<file path="config.mk">
export PLATFORM = sky130hd
export DESIGN_NAME = pb_event_arbiter
export DESIGN_NICKNAME = d
export VERILOG_FILES = /design/src/rtl/pb_event_arbiter_pkg.sv /design/src/rtl/pb_event_arbiter_rr_select.sv /design/src/rtl/pb_event_arbiter.sv
export SDC_FILE = /design/constraint.sdc
export NUM_CORES = 1
export LEC_CHECK = 0
export CAP_MARGIN = 40
export CORE_ASPECT_RATIO = 1.5
export CORE_MARGIN = 2
export CORE_UTILIZATION = 46
export CTS_CLUSTER_SIZE = 40
export DETAILED_ROUTE_END_ITERATION = 10
export PLACE_DENSITY = 0.75
export SLEW_MARGIN = 20
export SYNTH_ARGS = -nofsm -noshare
export SYNTH_HDL_FRONTEND = slang
export SYNTH_SLANG_ARGS = --single-unit
</file>
<file path="constraint.sdc">
create_clock -name clk -period 2.9 [get_ports clk]
set_input_delay 0.87 -clock clk [delete_from_list [all_inputs] [get_ports clk]]
set_output_delay 0.87 -clock clk [all_outputs]
set_load 0.01 [all_outputs]
</file>
<file path="src/rtl/pb_event_arbiter_pkg.sv">
// ---------------------------------------------------------------------------
// pb_pkg
//   Shared definitions for the push-button event arbiter.
//   - pb_state_t   : arbiter FSM states (IDLE / PRESENT / HOLDOFF)
//   - PB_N_BTN_DEF : default number of button inputs
//   - id_w()       : width of a button index, max(1, clog2(n))
// ---------------------------------------------------------------------------
package pb_pkg;

    typedef enum logic [1:0] {
        ST_IDLE    = 2'd0,
        ST_PRESENT = 2'd1,
        ST_HOLDOFF = 2'd2
    } pb_state_t;

    localparam int PB_N_BTN_DEF = 4;

    // A single button still needs a 1-bit index.
    function automatic int id_w(input int n);
        if (n <= 2) begin
            return 1;
        end
        return $clog2(n);
    endfunction

endpackage

</file>
<file path="src/rtl/pb_event_arbiter_rr_select.sv">
// ---------------------------------------------------------------------------
// pb_rr_select
//   Combinational round-robin picker. Finds the first set bit of `pending`
//   searching upward from `rr_ptr`, wrapping from N_BTN-1 back to 0.
//   Works for any N_BTN (no power-of-two assumption).
//
//   Ports:
//     pending     in  [N_BTN-1:0]  sticky pending flags
//     rr_ptr      in  [ID_W-1:0]   search start index (always < N_BTN)
//     any_pending out              at least one flag is set
//     sel_id      out [ID_W-1:0]   selected index (0 when nothing pending)
// ---------------------------------------------------------------------------
module pb_rr_select
    import pb_pkg::*;
#(
    parameter int N_BTN = PB_N_BTN_DEF,
    parameter int ID_W  = id_w(N_BTN)
) (
    input  logic [N_BTN-1:0] pending,
    input  logic [ID_W-1:0]  rr_ptr,
    output logic             any_pending,
    output logic [ID_W-1:0]  sel_id
);

    logic [2*N_BTN-1:0] doubled;
    logic [N_BTN-1:0]   rotated;
    logic               found;
    int                 pick;

    always_comb begin
        // Rotating a doubled copy right by rr_ptr puts index rr_ptr at bit 0;
        // the wrap then falls out naturally without needing N_BTN = 2^k.
        doubled     = {pending, pending} >> rr_ptr;
        rotated     = doubled[N_BTN-1:0];
        any_pending = |pending;
        found       = 1'b0;
        pick        = 0;
        for (int k = 0; k < N_BTN; k++) begin
            if (!found && rotated[k]) begin
                found = 1'b1;
                pick  = int'(rr_ptr) + k;
            end
        end
        if (pick >= N_BTN) begin
            pick = pick - N_BTN;
        end
        sel_id = ID_W'(pick);
    end

endmodule

</file>
<file path="src/rtl/pb_event_arbiter.sv">
// ---------------------------------------------------------------------------
// pb_event_arbiter
//   Collects one-cycle button pulses into sticky pending flags and serves
//   them round-robin as a single event stream, with a programmable idle gap
//   after each accepted event and a saturating count of dropped presses.
//
//   Ports:
//     clk        in                 system clock, rising edge
//     rst_n      in                 asynchronous active-low reset
//     pb_pulse   in  [N_BTN-1:0]    one-cycle press pulses, one per button
//     evt_valid  out                event presented
//     evt_ready  in                 consumer accepts the event
//     evt_id     out [ID_W-1:0]     index of the presented button
//     pending    out [N_BTN-1:0]    sticky pending flags
//     drop_cnt   out [DROP_W-1:0]   saturating count of dropped presses
//     clr_drop   in                 synchronous clear of drop_cnt
//     fsm_state  out pb_state_t     current arbiter state (observability)
//
//   Handshake: an event transfers on a rising edge where evt_valid and
//   evt_ready are both 1. Once raised, evt_valid and evt_id hold steady until
//   that transfer; evt_ready is don't-care while evt_valid is 0 and may be
//   tied high.
//
//   Every output is a flop: evt_ready and pb_pulse only affect next-state
//   logic.
// ---------------------------------------------------------------------------
module pb_event_arbiter
    import pb_pkg::*;
#(
    parameter int  N_BTN   = PB_N_BTN_DEF,
    parameter int  HOLDOFF = 16,
    parameter int  DROP_W  = 8,
    localparam int ID_W    = id_w(N_BTN)
) (
    input  logic              clk,
    input  logic              rst_n,
    input  logic [N_BTN-1:0]  pb_pulse,
    output logic              evt_valid,
    input  logic              evt_ready,
    output logic [ID_W-1:0]   evt_id,
    output logic [N_BTN-1:0]  pending,
    output logic [DROP_W-1:0] drop_cnt,
    input  logic              clr_drop,
    output pb_state_t         fsm_state
);

    // Hold-off counter only needs to reach HOLDOFF-1.
    localparam int HC_W  = (HOLDOFF > 1) ? $clog2(HOLDOFF) : 1;
    // Enough bits to count every button dropping in the same cycle.
    localparam int CNT_W = $clog2(N_BTN + 1);
    localparam int SUM_W = DROP_W + CNT_W;

    pb_state_t         state;
    pb_state_t         state_nxt;
    logic [ID_W-1:0]   rr_ptr;
    logic [ID_W-1:0]   rr_ptr_nxt;
    logic [HC_W-1:0]   hold_cnt;
    logic [HC_W-1:0]   hold_cnt_nxt;
    logic              evt_valid_nxt;
    logic [ID_W-1:0]   evt_id_nxt;

    logic              any_pending;
    logic [ID_W-1:0]   sel_id;
    logic              handshake;
    logic              hold_done;

    logic [N_BTN-1:0]  clr_mask;
    logic [N_BTN-1:0]  drops;
    logic [N_BTN-1:0]  pending_nxt;
    logic [CNT_W-1:0]  drop_n;
    logic [SUM_W-1:0]  drop_base;
    logic [SUM_W-1:0]  drop_sum;
    logic [DROP_W-1:0] drop_cnt_nxt;

    pb_rr_select #(
        .N_BTN (N_BTN),
        .ID_W  (ID_W)
    ) u_rr_select (
        .pending     (pending),
        .rr_ptr      (rr_ptr),
        .any_pending (any_pending),
        .sel_id      (sel_id)
    );

    assign handshake = evt_valid & evt_ready;
    assign hold_done = (int'(hold_cnt) >= HOLDOFF - 1);
    assign fsm_state = state;

    // -------------------------------------------------------------------
    // FSM: state register
    // -------------------------------------------------------------------
    always_ff @(posedge clk or negedge rst_n) begin
        if (!rst_n) begin
            state <= ST_IDLE;
        end else begin
            state <= state_nxt;
        end
    end

    // -------------------------------------------------------------------
    // FSM: next state
    // -------------------------------------------------------------------
    always_comb begin
        state_nxt = state;
        case (state)
            ST_IDLE: begin
                if (any_pending) begin
                    state_nxt = ST_PRESENT;
                end
            end
            ST_PRESENT: begin
                if (handshake) begin
                    state_nxt = (HOLDOFF == 0) ? ST_IDLE : ST_HOLDOFF;
                end
            end
            ST_HOLDOFF: begin
                if (hold_done) begin
                    state_nxt = ST_IDLE;
                end
            end
            default: state_nxt = ST_IDLE;
        endcase
    end

    // -------------------------------------------------------------------
    // FSM: outputs (next values of the registered event/pointer/counter)
    // -------------------------------------------------------------------
    always_comb begin
        evt_valid_nxt = evt_valid;
        evt_id_nxt    = evt_id;
        rr_ptr_nxt    = rr_ptr;
        hold_cnt_nxt  = hold_cnt;
        clr_mask      = '0;
        case (state)
            ST_IDLE: begin
                hold_cnt_nxt = '0;
                if (any_pending) begin
                    evt_valid_nxt = 1'b1;
                    evt_id_nxt    = sel_id;
                    for (int i = 0; i < N_BTN; i++) begin
                        clr_mask[i] = (sel_id == ID_W'(i));
                    end
                end
            end
            ST_PRESENT: begin
                if (handshake) begin
                    evt_valid_nxt = 1'b0;
                    hold_cnt_nxt  = '0;
                    rr_ptr_nxt    = (int'(evt_id) == N_BTN - 1) ? '0
                                                                : evt_id + ID_W'(1);
                end
            end
            ST_HOLDOFF: begin
                hold_cnt_nxt = hold_done ? '0 : hold_cnt + HC_W'(1);
            end
            default: begin
                evt_valid_nxt = 1'b0;
                hold_cnt_nxt  = '0;
            end
        endcase
    end

    // -------------------------------------------------------------------
    // Pending flags and drop counting
    // -------------------------------------------------------------------
    always_comb begin
        // A press on the button being cleared this cycle simply re-arms it;
        // only presses landing on a flag that stays set are drops.
        drops       = pb_pulse & pending & ~clr_mask;
        pending_nxt = (pending & ~clr_mask) | pb_pulse;

        drop_n = '0;
        for (int i = 0; i < N_BTN; i++) begin
            drop_n = drop_n + CNT_W'(drops[i]);
        end

        // Clearing restarts from zero but still records this cycle's drops.
        drop_base = clr_drop ? '0 : SUM_W'(drop_cnt);
        drop_sum  = drop_base + SUM_W'(drop_n);
        if (drop_sum > SUM_W'({DROP_W{1'b1}})) begin
            drop_cnt_nxt = '1;
        end else begin
            drop_cnt_nxt = drop_sum[DROP_W-1:0];
        end
    end

    // -------------------------------------------------------------------
    // Datapath registers
    // -------------------------------------------------------------------
    always_ff @(posedge clk or negedge rst_n) begin
        if (!rst_n) begin
            evt_valid <= 1'b0;
            evt_id    <= '0;
            rr_ptr    <= '0;
            hold_cnt  <= '0;
            pending   <= '0;
            drop_cnt  <= '0;
        end else begin
            evt_valid <= evt_valid_nxt;
            evt_id    <= evt_id_nxt;
            rr_ptr    <= rr_ptr_nxt;
            hold_cnt  <= hold_cnt_nxt;
            pending   <= pending_nxt;
            drop_cnt  <= drop_cnt_nxt;
        end
    end

endmodule

</file>
==> load_flow_metrics.sql <==
INSERT INTO impl_metrics (metric_group, metric, value, unit) VALUES
('global_routing', 'antenna_found_initial', '0', ''),
('routing', 'drtAntennaViolNets', '0', ''),
('floorplanning', 'starting_density_of_the_core', '0.483', ''),
('job', 'drv_cap', '0', ''),
('logic_synthesis', 'yosysUniqueCellTypes', '36', ''),
('logic_synthesis', 'syn_inst', '124', ''),
('sta', 'fin_worst_skew', '0.00391', 'ns'),
('critical_path', 'crit_path_max_fanout', '3', ''),
('logic_synthesis', 'mappedNetlistArea', '0.00129', 'mm^2'),
('floorplanning', 'die_area', '0.00326', 'mm^2'),
('sta', 'final_period_minus_worst_setup_slack', '2.99', 'ns'),
('pwr', 'p_leak', '0.834', 'nW'),
('sta', 'final-hold-violation-count', '0', ''),
('routing', 'number_of_iterations_in_the_first_detailed_routing_pass', '4', ''),
('global_routing', 'grt_start_max_net_pins', '24', ''),
('critical_path', 'crit_path_end_kind', 'flop', ''),
('clocking', 'clock_path_buffers', '2', ''),
('placement', 'gp_congestion', '0.825', ''),
('layout', 'nets_final', '188', ''),
('global_routing', 'grt_first_pass_wirelength', '5.04', 'mm'),
('status', 'status', 'finished with violations', ''),
('status', 'failed_checks', 'setup timing', ''),
('floorplanning', 'core-area', '0.00268', 'mm^2'),
('global_routing', 'first_global_vias', '1227', ''),
('sta', 'post-route-period-util', '1.03', ''),
('clocking', 'cts_tree', 'done', ''),
('floorplanning', 'design.portCount', '25', ''),
('routing', 'detail_route.wirelength', '3.12', 'mm'),
('placement', 'placement.io_buffers', '24', ''),
('logic_synthesis', 'synth.ff_latch_count', '23', ''),
('logic_synthesis', 'net_count_synth', '138', ''),
('clocking', 'numCtsBuffers', '3', ''),
('routing', 'drc', '0', ''),
('sta', 'max-slew-margin-rel', '0.577', ''),
('sta', 'final.setup.worst_slack', '-0.0915', 'ns'),
('pwr', 'p_total', '2.01', 'mW'),
('critical_path', 'critPathArrivalTime', '3.15', 'ns'),
('floorplanning', 'placement_rows', '23', ''),
('layout', 'final_cell_mix', 'sky130_fd_sc_hd__clkdlybuf4s50_1 (22), sky130_fd_sc_hd__dfrtp_1 (20), sky130_fd_sc_hd__buf_4 (20)', ''),
('routing', 'routed_via_density', '5.42', ''),
('logic_synthesis', 'post_synth_main_area_contributors', 'sky130_fd_sc_hd__dfrtp_1 (45%), sky130_fd_sc_hd__nor2b_1 (4.8%), sky130_fd_sc_hd__fa_1 (4.6%)', ''),
('floorplanning', 'die_w', '47.3', 'um'),
('clocking', 'clkSlewWorstSetupHoldPaths', '0.08', 'ns'),
('sta', 'timing.final.setup_violations', '8', ''),
('placement', 'pre_cts_slack', '-0.550', 'ns'),
('placement', 'hpwlAfterDp', '2.37', 'mm'),
('sta', 'rsz_0062_raised_after_global_routing', 'yes', ''),
('layout', 'drive_gt1_frac', '0.301', ''),
('critical_path', 'cp.required', '3.06', 'ns'),
('layout', 'num-fill-cells', '210', ''),
('sta', 'hold_slack', '0.492', 'ns'),
('floorplanning', 'die_y', '68.9', 'um'),
('clocking', 'ctsHtreeMaxLevel', '1', ''),
('clocking', 'cts-root-buf', 'sky130_fd_sc_hd__clkbuf_8', ''),
('routing', 'dr_vias', '1139', ''),
('sta', 'max_transition_viols_final', '0', ''),
('min_path', 'hp_class', 'reg -> reg', ''),
('logic_synthesis', 'ys_seq_area_frac', '0.445', ''),
('layout', 'flow.area_growth_from_synthesis', '45.7', '%'),
('global_routing', 'grt_overflow', '0', ''),
('placement', 'placedCellCount', '204', ''),
('sta', 'timing_worst_slew_pin_value', '0.628', 'ns'),
('pwr', 'power_density', '1070', 'mW/mm^2'),
('critical_path', 'timing_worst_setup_path_type', 'in -> reg', ''),
('logic_synthesis', 'post_synth.cell_area_avg', '10.4', 'um^2'),
('routing', 'detail_route.iter0.violations', '11', ''),
('logic_synthesis', 'yosysTopAreaCell', 'sky130_fd_sc_hd__dfrtp_1', ''),
('clocking', 'cts_num_sinks', '23', ''),
('routing', 'detail_route.wl_per_cell', '14.9', 'um'),
('logic_synthesis', 'yosys_warnings', '0', ''),
('global_routing', 'grt.total_usage', '0.213', ''),
('clocking', 'worst_skew_late_latency', '0.26', 'ns'),
('pwr', 'power.ir.vdd_worst', '0.881', 'mV'),
('layout', 'antenna_cells', '0', ''),
('sta', 'achievable-frequency', '0.334', 'GHz'),
('layout', 'final_cell_count_no_fill', '210', ''),
('logic_synthesis', 'synth_top_cell_area_share', '0.445', ''),
('layout', 'layout_commonest_cell', 'sky130_fd_sc_hd__clkdlybuf4s50_1', ''),
('critical_path', 'critPathLaunchType', 'input port', ''),
('sta', 'setup-tns-final', '-0.594', 'ns');
where the power goes:
group	internal [mW]	switching, mW	total [mW]
combinational	0.691	0.561	1.25
clock	0.0957	0.0990	0.195
sequential	0.440	0.120	0.560
routing by layer:
layer  GRT usage  share of wire  routed length (um)  vias to the layer above
li1            -              -                   -                      537
met4      0.0590          0.022                  70                        0
met1       0.233           0.37                1170                      563
met3      0.0365          0.039                 123                        7
met2       0.399           0.56                1760                       32
met5           0              0                   0                        -
Yosys cell counts (all sizes together):
library cell	n
dfrtp	23
nand2	13
nor2	10
nor2b	10
inv	6
nand3	6
o21ai	6
a21oi	5
a31oi	4
fa	3
ha	3
mux2	3
xnor2	3
a22o	2
a41oi	2
mux2i	2
nand2b	2
nor3	2
nor4	2
o31ai	2
or2	2
xor2	2
a211o	1
a211oi	1
a21boi	1
a21o	1
a311oi	1
and2	1
and2b	1
nand3b	1
nand4	1
o21a	1
o31a	1
cells by family (layout without fill, tap and decap cells):
family,after synthesis,in the layout,share of synthesized area
DFF,23,23,0.445
and+or+nand+nor,51,51,0.215
muxes,5,5,0.0474
buffers and inverters,6,55,0.0174
adders and majority gates,6,6,0.0755
xor gates and xnor gates,5,5,0.0339
AOI/OAI and AO/OA,28,28,0.166
timing repair:
action	CTS	global route
hold buffers	0	0
pin swaps	10	3
endpoints found under the setup margin	8	8
gates resized for setup	12	7
setup buffers	2	0
registers in the layout (all words and copies together) (netlist names):
signal,flops
drop_cnt,8
evt_id,2
evt_valid,1
fsm_state,2
hold_cnt,4
pending,4
rr_ptr,2
worst max-delay path, cell delays in order:
cell and delay, ns:
sky130_fd_sc_hd__clkdlybuf4s50_1 0.48, sky130_fd_sc_hd__nand2_1 0.09, sky130_fd_sc_hd__a21oi_2 0.15, sky130_fd_sc_hd__fa_1 0.45
sky130_fd_sc_hd__fa_2 0.36, sky130_fd_sc_hd__fa_2 0.39, sky130_fd_sc_hd__nand3_4 0.11, sky130_fd_sc_hd__o21ai_2 0.06
sky130_fd_sc_hd__mux2i_1 0.13, sky130_fd_sc_hd__nor2_1 0.05
final timing paths:
kind	start	to	slack, ns	depth (start not counted)
max	pb_pulse[0]	drop_cnt[7]	-0.09	10
min	hold_cnt[3]	hold_cnt[3]	0.49	1
max reg2reg	pending[1]	drop_cnt[7]	-0.09	11
min reg2reg	hold_cnt[3]	hold_cnt[3]	0.49	1
max in group asynchronous	rst_n	pending[1]	1.69	2
min in group asynchronous	rst_n	rr_ptr[0]	0.97	2
through the flow:
| step | area [um^2] | utilization |
|---|---|---|
| after floorplan | 1330 | - |
| after global placement | 1760 | 0.658 |
| after detailed placement | 1760 | 0.658 |
| after CTS | 1860 | 0.694 |
| after global routing | 1880 | 0.704 |
| final | 1880 | 0.704 |
layout make-up:
type	count	area, um^2	area share
Clock buffer	3	41.3	0.0219
Sequential cell	23	579	0.308
Multi-Input combinational cell	95	786	0.417
Clock inverter	1	5.00	0.00266
Tap cell	37	46.3	0.0246
Timing Repair Buffer	45	403	0.214
Inverter	6	22.5	0.0120
No activity file was read; power rests on OpenSTA's default activity.
